**config.mk**
```make
export PLATFORM = sky130hd
export DESIGN_NAME = cnn_core_seq
export DESIGN_NICKNAME = d
export VERILOG_FILES = /design/src/rtl/cnn_core_seq.sv
export SDC_FILE = /design/constraint.sdc
export NUM_CORES = 1
export LEC_CHECK = 0
export BUFFER_PORTS_ARGS = -buffer_cell sky130_fd_sc_hd__buf_2
export CAP_MARGIN = 30
export CORE_MARGIN = 8
export CORE_UTILIZATION = 39
export CTS_BUF_LIST = sky130_fd_sc_hd__clkbuf_2
export CTS_CLUSTER_SIZE = 28
export DETAILED_ROUTE_END_ITERATION = 16
export PLACE_DENSITY = 0.6
export SETUP_SLACK_MARGIN = 0.02
export SKIP_LAST_GASP = 1
export SLEW_MARGIN = 30
export SYNTH_ARGS = -nofsm -noshare
export SYNTH_HDL_FRONTEND = slang
export SYNTH_SLANG_ARGS = --single-unit
```
**constraint.sdc**
```tcl
create_clock -name clk -period 3.85 [get_ports clk]
set_clock_uncertainty 0.05 [all_clocks]
set_input_delay 0.5775 -clock clk [delete_from_list [all_inputs] [get_ports clk]]
set_output_delay 0.5775 -clock clk [all_outputs]
set_load 0.03 [all_outputs]
```
**src/rtl/cnn_core_seq.sv**
```systemverilog
// -----------------------------------------------------------------------------
// cnn_core_seq
//   Sequencer for one convolution layer pass through the CNN core. It walks
//   the valid output-window positions of an IW x IH map in raster order and
//   issues one core input-valid per window. Issue is metered by a credit
//   counter sized to the downstream result FIFO. Results returned by the core
//   are counted, and completion is signalled once every result is back.
//
// Ports
//   clk, reset_n     clock and asynchronous active-low reset
//   i_start          start a pass (IDLE only)
//   i_abort          abandon the pass from any state (highest priority)
//   i_win_ready      line buffer holds the window at the current (x,y)
//   i_core_valid     core produced one result
//   i_out_pop        downstream consumed one result (returns one credit)
//   o_soft_reset     soft-reset pulse to the core (CLEAR or abort)
//   o_in_valid       one-cycle input-valid per issued window
//   o_win_x/o_win_y  coordinates of the window being issued
//   o_busy           high in CLEAR, RUN and DRAIN
//   o_done           one-cycle pulse at pass completion
//   o_err            sticky protocol error, cleared on entry to CLEAR
//   o_res_cnt        results received in the current pass
//   All outputs are registered.
// -----------------------------------------------------------------------------
module cnn_core_seq #(
  parameter int IW      = 8,
  parameter int IH      = 8,
  parameter int KX      = 3,
  parameter int KY      = 3,
  parameter int CREDITS = 4,
  localparam int OX  = IW - KX + 1,
  localparam int OY  = IH - KY + 1,
  localparam int N   = OX * OY,
  localparam int XW  = (OX > 1) ? $clog2(OX) : 1,
  localparam int YW  = (OY > 1) ? $clog2(OY) : 1,
  localparam int NW  = $clog2(N + 1),
  localparam int CRW = $clog2(CREDITS + 1)
) (
  input  logic          clk,
  input  logic          reset_n,
  input  logic          i_start,
  input  logic          i_abort,
  input  logic          i_win_ready,
  input  logic          i_core_valid,
  input  logic          i_out_pop,
  output logic          o_soft_reset,
  output logic          o_in_valid,
  output logic [XW-1:0] o_win_x,
  output logic [YW-1:0] o_win_y,
  output logic          o_busy,
  output logic          o_done,
  output logic          o_err,
  output logic [NW-1:0] o_res_cnt
);

  localparam logic [NW-1:0]  N_L    = NW'(N);
  localparam logic [CRW-1:0] CR_L   = CRW'(CREDITS);
  localparam logic [XW-1:0]  X_LAST = XW'(OX - 1);

  typedef enum logic [2:0] {S_IDLE, S_CLEAR, S_RUN, S_DRAIN, S_DONE} state_e;

  state_e         state_q, state_d;
  logic [XW-1:0]  x_q, x_d, win_x_q, win_x_d;
  logic [YW-1:0]  y_q, y_d, win_y_q, win_y_d;
  logic [NW-1:0]  issued_q, issued_d;
  logic [NW-1:0]  res_cnt_q, res_cnt_d;
  logic [CRW-1:0] credits_q, credits_d;
  logic           err_q, err_d;
  logic           soft_reset_q, soft_reset_d;
  logic           in_valid_q, in_valid_d;
  logic           busy_q, busy_d;
  logic           done_q, done_d;

  logic          clear, issue, last_win, trk, full;
  logic          pop_ok, pop_bad, res_ok, res_bad;
  logic [NW-1:0] res_cnt_inc;

  // Per-cycle events. Counters are reinitialised on the way into CLEAR so
  // that they already read zero while CLEAR is visible on the outputs.
  always_comb begin
    clear    = (state_q == S_IDLE) && i_start && !i_abort;
    issue    = (state_q == S_RUN) && i_win_ready && (credits_q != '0) &&
               (issued_q != N_L) && !i_abort;
    last_win = (issued_q == N_L - NW'(1));
    trk      = (state_q != S_CLEAR);
    full     = (credits_q == CR_L);
    // A pop at full credits is legal only when an issue consumes one in the
    // same cycle; the two then cancel.
    pop_ok   = trk && i_out_pop && (!full || issue);
    pop_bad  = trk && i_out_pop && full && !issue;
    res_ok   = i_core_valid && (state_q inside {S_CLEAR, S_RUN, S_DRAIN}) &&
               (res_cnt_q != N_L);
    res_bad  = i_core_valid && !res_ok;
    res_cnt_inc = res_ok ? res_cnt_q + NW'(1) : res_cnt_q;
  end

  // FSM: state register.
  always_ff @(posedge clk or negedge reset_n) begin
    if (!reset_n) state_q <= S_IDLE;
    else          state_q <= state_d;
  end

  // FSM: next state. Abort overrides every other transition.
  always_comb begin
    state_d = state_q;
    case (state_q)
      S_IDLE:  if (i_start) state_d = S_CLEAR;
      S_CLEAR: state_d = S_RUN;
      S_RUN:   if (issue && last_win) state_d = S_DRAIN;
      S_DRAIN: if (res_cnt_inc == N_L) state_d = S_DONE;
      S_DONE:  state_d = S_IDLE;
      default: state_d = S_IDLE;
    endcase
    if (i_abort) state_d = S_IDLE;
  end

  // FSM: outputs and datapath next values.
  always_comb begin
    // NOTE: every signal gets a default first so no path leaves it unassigned,
    // which would otherwise infer a latch.
    x_d       = x_q;
    y_d       = y_q;
    win_x_d   = win_x_q;
    win_y_d   = win_y_q;
    issued_d  = issued_q;
    credits_d = credits_q;
    res_cnt_d = res_cnt_q;
    err_d     = err_q;
    if (clear) begin
      x_d       = '0;
      y_d       = '0;
      issued_d  = '0;
      credits_d = CR_L;
      res_cnt_d = '0;
      err_d     = 1'b0;
    end else begin
      if (issue) begin
        issued_d = issued_q + NW'(1);
        win_x_d  = x_q;
        win_y_d  = y_q;
        // After the final window x and y keep their last values.
        if (!last_win) begin
          if (x_q == X_LAST) begin
            x_d = '0;
            y_d = y_q + YW'(1);
          end else begin
            x_d = x_q + XW'(1);
          end
        end
      end
      if (trk) begin
        if (issue && !pop_ok)      credits_d = credits_q - CRW'(1);
        else if (pop_ok && !issue) credits_d = credits_q + CRW'(1);
      end
      res_cnt_d = res_cnt_inc;
      err_d     = err_q | pop_bad | res_bad;
    end
    soft_reset_d = clear || i_abort;
    in_valid_d   = issue;
    busy_d       = state_d inside {S_CLEAR, S_RUN, S_DRAIN};
    done_d       = (state_d == S_DONE);
  end

  always_ff @(posedge clk or negedge reset_n) begin
    // NOTE: sequential state uses non-blocking assignments so every register
    // samples the pre-edge values regardless of statement order.
    if (!reset_n) begin
      x_q          <= '0;
      y_q          <= '0;
      win_x_q      <= '0;
      win_y_q      <= '0;
      issued_q     <= '0;
      credits_q    <= CR_L;
      res_cnt_q    <= '0;
      err_q        <= 1'b0;
      soft_reset_q <= 1'b0;
      in_valid_q   <= 1'b0;
      busy_q       <= 1'b0;
      done_q       <= 1'b0;
    end else begin
      x_q          <= x_d;
      y_q          <= y_d;
      win_x_q      <= win_x_d;
      win_y_q      <= win_y_d;
      issued_q     <= issued_d;
      credits_q    <= credits_d;
      res_cnt_q    <= res_cnt_d;
      err_q        <= err_d;
      soft_reset_q <= soft_reset_d;
      in_valid_q   <= in_valid_d;
      busy_q       <= busy_d;
      done_q       <= done_d;
    end
  end

  assign o_soft_reset = soft_reset_q;
  assign o_in_valid   = in_valid_q;
  assign o_win_x      = win_x_q;
  assign o_win_y      = win_y_q;
  assign o_busy       = busy_q;
  assign o_done       = done_q;
  assign o_err        = err_q;
  assign o_res_cnt    = res_cnt_q;

endmodule

```
==> impl_table.tex <==
\begin{tabular}{lr}
\hline
Metric & Value \\
\hline
\multicolumn{2}{l}{\textbf{Logic synthesis}} \\
Synthesized area divided by synthesized cell count & 10.1 um\^{}2 \\
Count of yosys warnings during synthesis & 0 \\
Synthesized cell area & 2000 um\^{}2 \\
Synth Instances & 197 \\
Post-synth net total & between 200 and 250 \\
Cell variety after synth & 55 \\
Seq cells post-synth & 35 \\
Sequential fraction of the synthesis area & 43.9\% \\
\multicolumn{2}{l}{\textbf{Clocking}} \\
Root cell of the clock tree & sky130\_fd\_sc\_hd\_\_clkbuf\_2 \\
Clock buffers created by TritonCTS & 5 \\
Clock Latency Late Sink & 0.39 ns \\
Resized cells post-CTS & 0 \\
CTS tree & built \\
Longest Clk Path Bufs & 2 \\
\# H-tree levels & 2 \\
CTS Hold Buffers Added & 0 \\
Reg clk slew, reported paths & 0.20 ns \\
Setup Buffers After CTS & 0 \\
Sink Count & 35 \\
\multicolumn{2}{l}{\textbf{Finish}} \\
Ant diodes & 0 \\
Area grow syn2layout & 11.8\% \\
Area of all placed cells without fillers & $\sim$2200 um\^{}2 \\
Commonest cells after routing, fill and taps aside & sky130\_fd\_sc\_hd\_\_dfrtp\_1, sky130\_fd\_sc\_hd\_\_buf\_2, sky130\_fd\_sc\_hd\_\_nand2\_1 \\
Fraction of layout cells with a size suffix above 1 & 24.9\% \\
FILL cells & 514 \\
Final Net Count & 237 \\
Most common library cell in the layout ignoring fill and taps & sky130\_fd\_sc\_hd\_\_dfrtp\_1 \\
\multicolumn{2}{l}{\textbf{Worst setup path}} \\
Data required time at the worst endpoint & 4.11 ns \\
Critical path startpoint category & register \\
CP peak stage delay & about 0.52 ns \\
WP data arrival & roughly 2.8 ns \\
Critical setup path kind & reg2reg \\
R2R depth & 8 \\
Worst path cell trace & nor3\_2 -> and3\_2 -> nand3\_4 -> nor2\_1 -> fa\_1 -> o21ai\_0 -> nor3\_2 -> o31a\_1 \\
Largest fanout of any net on the critical path & 10 \\
Endpoint kind of the worst setup timing path & register \\
Cell at the slowest stage of the critical path & sky130\_fd\_sc\_hd\_\_dfrtp\_1 \\
Most numerous cell on the critical path & sky130\_fd\_sc\_hd\_\_nor3\_2 \\
\multicolumn{2}{l}{\textbf{Global route}} \\
Maximum number of pins on one net before global-route repair & 36 \\
Total global routing overflow & 0 \\
Wire length of the first global-routing pass & 6.98 mm \\
All-layer global routing usage & 11.5\% \\
Initial antenna violation count & 0 \\
Via count of the first global-routing pass & 1530 \\
\multicolumn{2}{l}{\textbf{Placement}} \\
Final RePlAce weighted congestion & 0.788 \\
Total placed instance area & 2190 um\^{}2 \\
Post-DP HPWL & 2.98 mm \\
Worst setup timing slack at the placement stage & 1.14 ns \\
Port buffer count & 23 \\
\multicolumn{2}{l}{\textbf{Timing}} \\
Number of endpoints failing setup at the final stage & 0 \\
Post-route clock period utilization & between 60\% and 70\% \\
Worst max-slew margin expressed relative to the limit & 48.1\% \\
Setup TNS after final layout & 0 ns \\
RSZ-0062 raised after global routing & false \\
Final hold violations & 0 \\
Pin slew with the least headroom to its limit & 0.778 ns \\
Hold\_ws & 0.178 ns \\
Worst Setup Slack, final & approximately 1.3 ns \\
Final period demand of the worst path & 2.55 ns \\
Pins Over Slew Limit & 0 \\
Maximum clock frequency & about 400 MHz \\
\multicolumn{2}{l}{\textbf{Pwr}} \\
Worst voltage drop across the vdd grid & about 140 uV \\
Power Density & 392 nW/um\^{}2 \\
Leakage power figure & $\sim$0.0010 uW \\
\multicolumn{2}{l}{\textbf{Routing}} \\
Via count & about 1500 \\
Per-cell via count in the routed design & slightly above 5 \\
Initial drt markers & between 80 and 90 \\
DR DRC count & 0 \\
Routed wire length per instance & 13.7 um \\
Wire length reported by the detailed router & a little over 4 mm \\
Number of nets with antenna violations after detailed routing & 0 \\
TritonRoute pass-1 iters & 4 \\
\multicolumn{2}{l}{\textbf{Floorplan}} \\
Initial core utilization & 39.8\% \\
Die span in x & a little under 90 um \\
Number of core rows & 26 \\
Die ar. & 7660 um\^{}2 \\
Core Region & 5010 um\^{}2 \\
Number of primary I/O pins & 24 \\
Vert. Die Dim & 87.5 um \\
\multicolumn{2}{l}{\textbf{Flow run}} \\
Count of maximum capacitance violations & 0 \\
\multicolumn{2}{l}{\textbf{Min path}} \\
Min-delay worst type & in2async \\
\multicolumn{2}{l}{\textbf{Status}} \\
Status & completed \\
\hline
\end{tabular}
## Yosys cell counts (all sizes together)
| master | n | area, um^2 |
|---|---|---|
| a211oi | 1 | 7.51 |
| a21oi | 8 | 40.0 |
| a222oi | 1 | 10.0 |
| a22oi | 1 | 7.51 |
| a311oi | 1 | 26.3 |
| a31o | 1 | 8.76 |
| a31oi | 3 | 18.8 |
| and2b | 1 | 7.51 |
| and3 | 2 | 13.8 |
| and4b | 2 | 23.8 |
| buf | 4 | 20.0 |
| dfrtp | 34 | 851 |
| dfstp | 1 | 26.3 |
| fa | 1 | 20.0 |
| ha | 5 | 62.6 |
| inv | 14 | 55.1 |
| mux2 | 6 | 67.6 |
| mux2i | 5 | 50.1 |
| nand2 | 19 | 71.3 |
| nand2b | 2 | 12.5 |
| nand3 | 13 | 82.6 |
| nand4 | 2 | 18.8 |
| nand4b | 1 | 8.76 |
| nor2 | 18 | 75.1 |
| nor2b | 3 | 18.8 |
| nor3 | 6 | 45.0 |
| nor3b | 3 | 38.8 |
| nor4 | 3 | 18.8 |
| o2111ai | 1 | 8.76 |
| o211ai | 3 | 22.5 |
| o21ai | 6 | 33.8 |
| o21bai | 1 | 7.51 |
| o22ai | 3 | 18.8 |
| o2bb2ai | 1 | 8.76 |
| o31a | 3 | 26.3 |
| o31ai | 4 | 40.0 |
| or2 | 1 | 8.76 |
| or3 | 3 | 23.8 |
| or3b | 1 | 11.3 |
| xnor2 | 7 | 61.3 |
| xor2 | 2 | 17.5 |
## registers in the layout, summed over array words and instances (netlist names)
register / cells
credits_q: 3
issued_q: 6
o_busy: 1
o_done: 1
o_err: 1
o_in_valid: 1
o_res_cnt: 6
o_soft_reset: 1
o_win_x: 3
o_win_y: 3
state_q: 3
x_q: 3
y_q: 3
## kinds of logic (layout without fill, tap and decap cells)
logic type      after synthesis  after routing  share of synthesized area [%]
compound gates               38             38                           14.3
xor+xnor                      9              9                           3.95
fa+ha+maj                     6              6                           4.14
buf+inv                      18             46                           3.76
flops                        35             35                           44.0
mux                          11             11                           5.89
simple gates                 80             80                           24.0
## through the flow
step	utilization [%]	total power, uW	cells
2_1_floorplan	-	640	197
3_3_place_gp	43.6	703	287
3_5_place_dp	43.6	710	287
4_1_cts	44.5	889	295
5_1_grt	44.5	937	295
6_report	44.5	875	295
## worst paths after layout
path | slack [ns] | startpoint | endpoint
setup / recovery | 1.30 | state_q[0]$_DFF_PN0_ | credits_q[1]$_DFFE_PN0P_
hold reg to reg | 0.46 | o_win_y[1]$_DFFE_PN0P_ | o_win_y[1]$_DFFE_PN0P_
setup reg to reg | 1.30 | state_q[0]$_DFF_PN0_ | credits_q[1]$_DFFE_PN0P_
max in group asynchronous | 3.07 | reset_n | issued_q[2]$_DFFE_PN0P_
hold / removal | 0.18 | reset_n | o_busy$_DFF_PN0_
min in group clk | 0.39 | i_abort | o_soft_reset$_DFF_PN0_
## final cells by class
| cell class | count | area (um^2) | area share [%] |
|---|---|---|---|
| clock buffer | 5 | 25.0 | 1.12 |
| clock inverter | 3 | 20.0 | 0.897 |
| inverter | 14 | 55.1 | 2.47 |
| multi-input combinational | 144 | 1040 | 46.8 |
| sequential | 35 | 877 | 39.3 |
| tap | 70 | 87.6 | 3.93 |
| timing repair buffer | 24 | 123 | 5.50 |
## worst max-delay path, delay by kind of cell, from the launching register on
kind                       cells  cell delay [ns]
adders and majority gates      1             0.46
and+or+nand+nor                5             1.02
DFF                            1             0.52
AOI/OAI and AO/OA              2             0.42
## routing by layer
| metal | track usage [%] | part of all wire (%) |
|---|---|---|
| met5 | 0 | 0 |
| met4 | 5.31 | 2.1 |
| met3 | 3.56 | 5.8 |
| met2 | 18.9 | 45 |
| met1 | 13.5 | 47 |
## where the power goes
part | internal, uW | total, uW | leakage (uW) | switching [uW]
clock network | 43.6 | 175 | 0.0000266 | 131
logic | 91.3 | 241 | 0.000498 | 150
registers | 406 | 460 | 0.000471 | 53.6
total | 541 | 875 | 0.000996 | 334
Note: power is estimated with default switching activity, not from simulation.
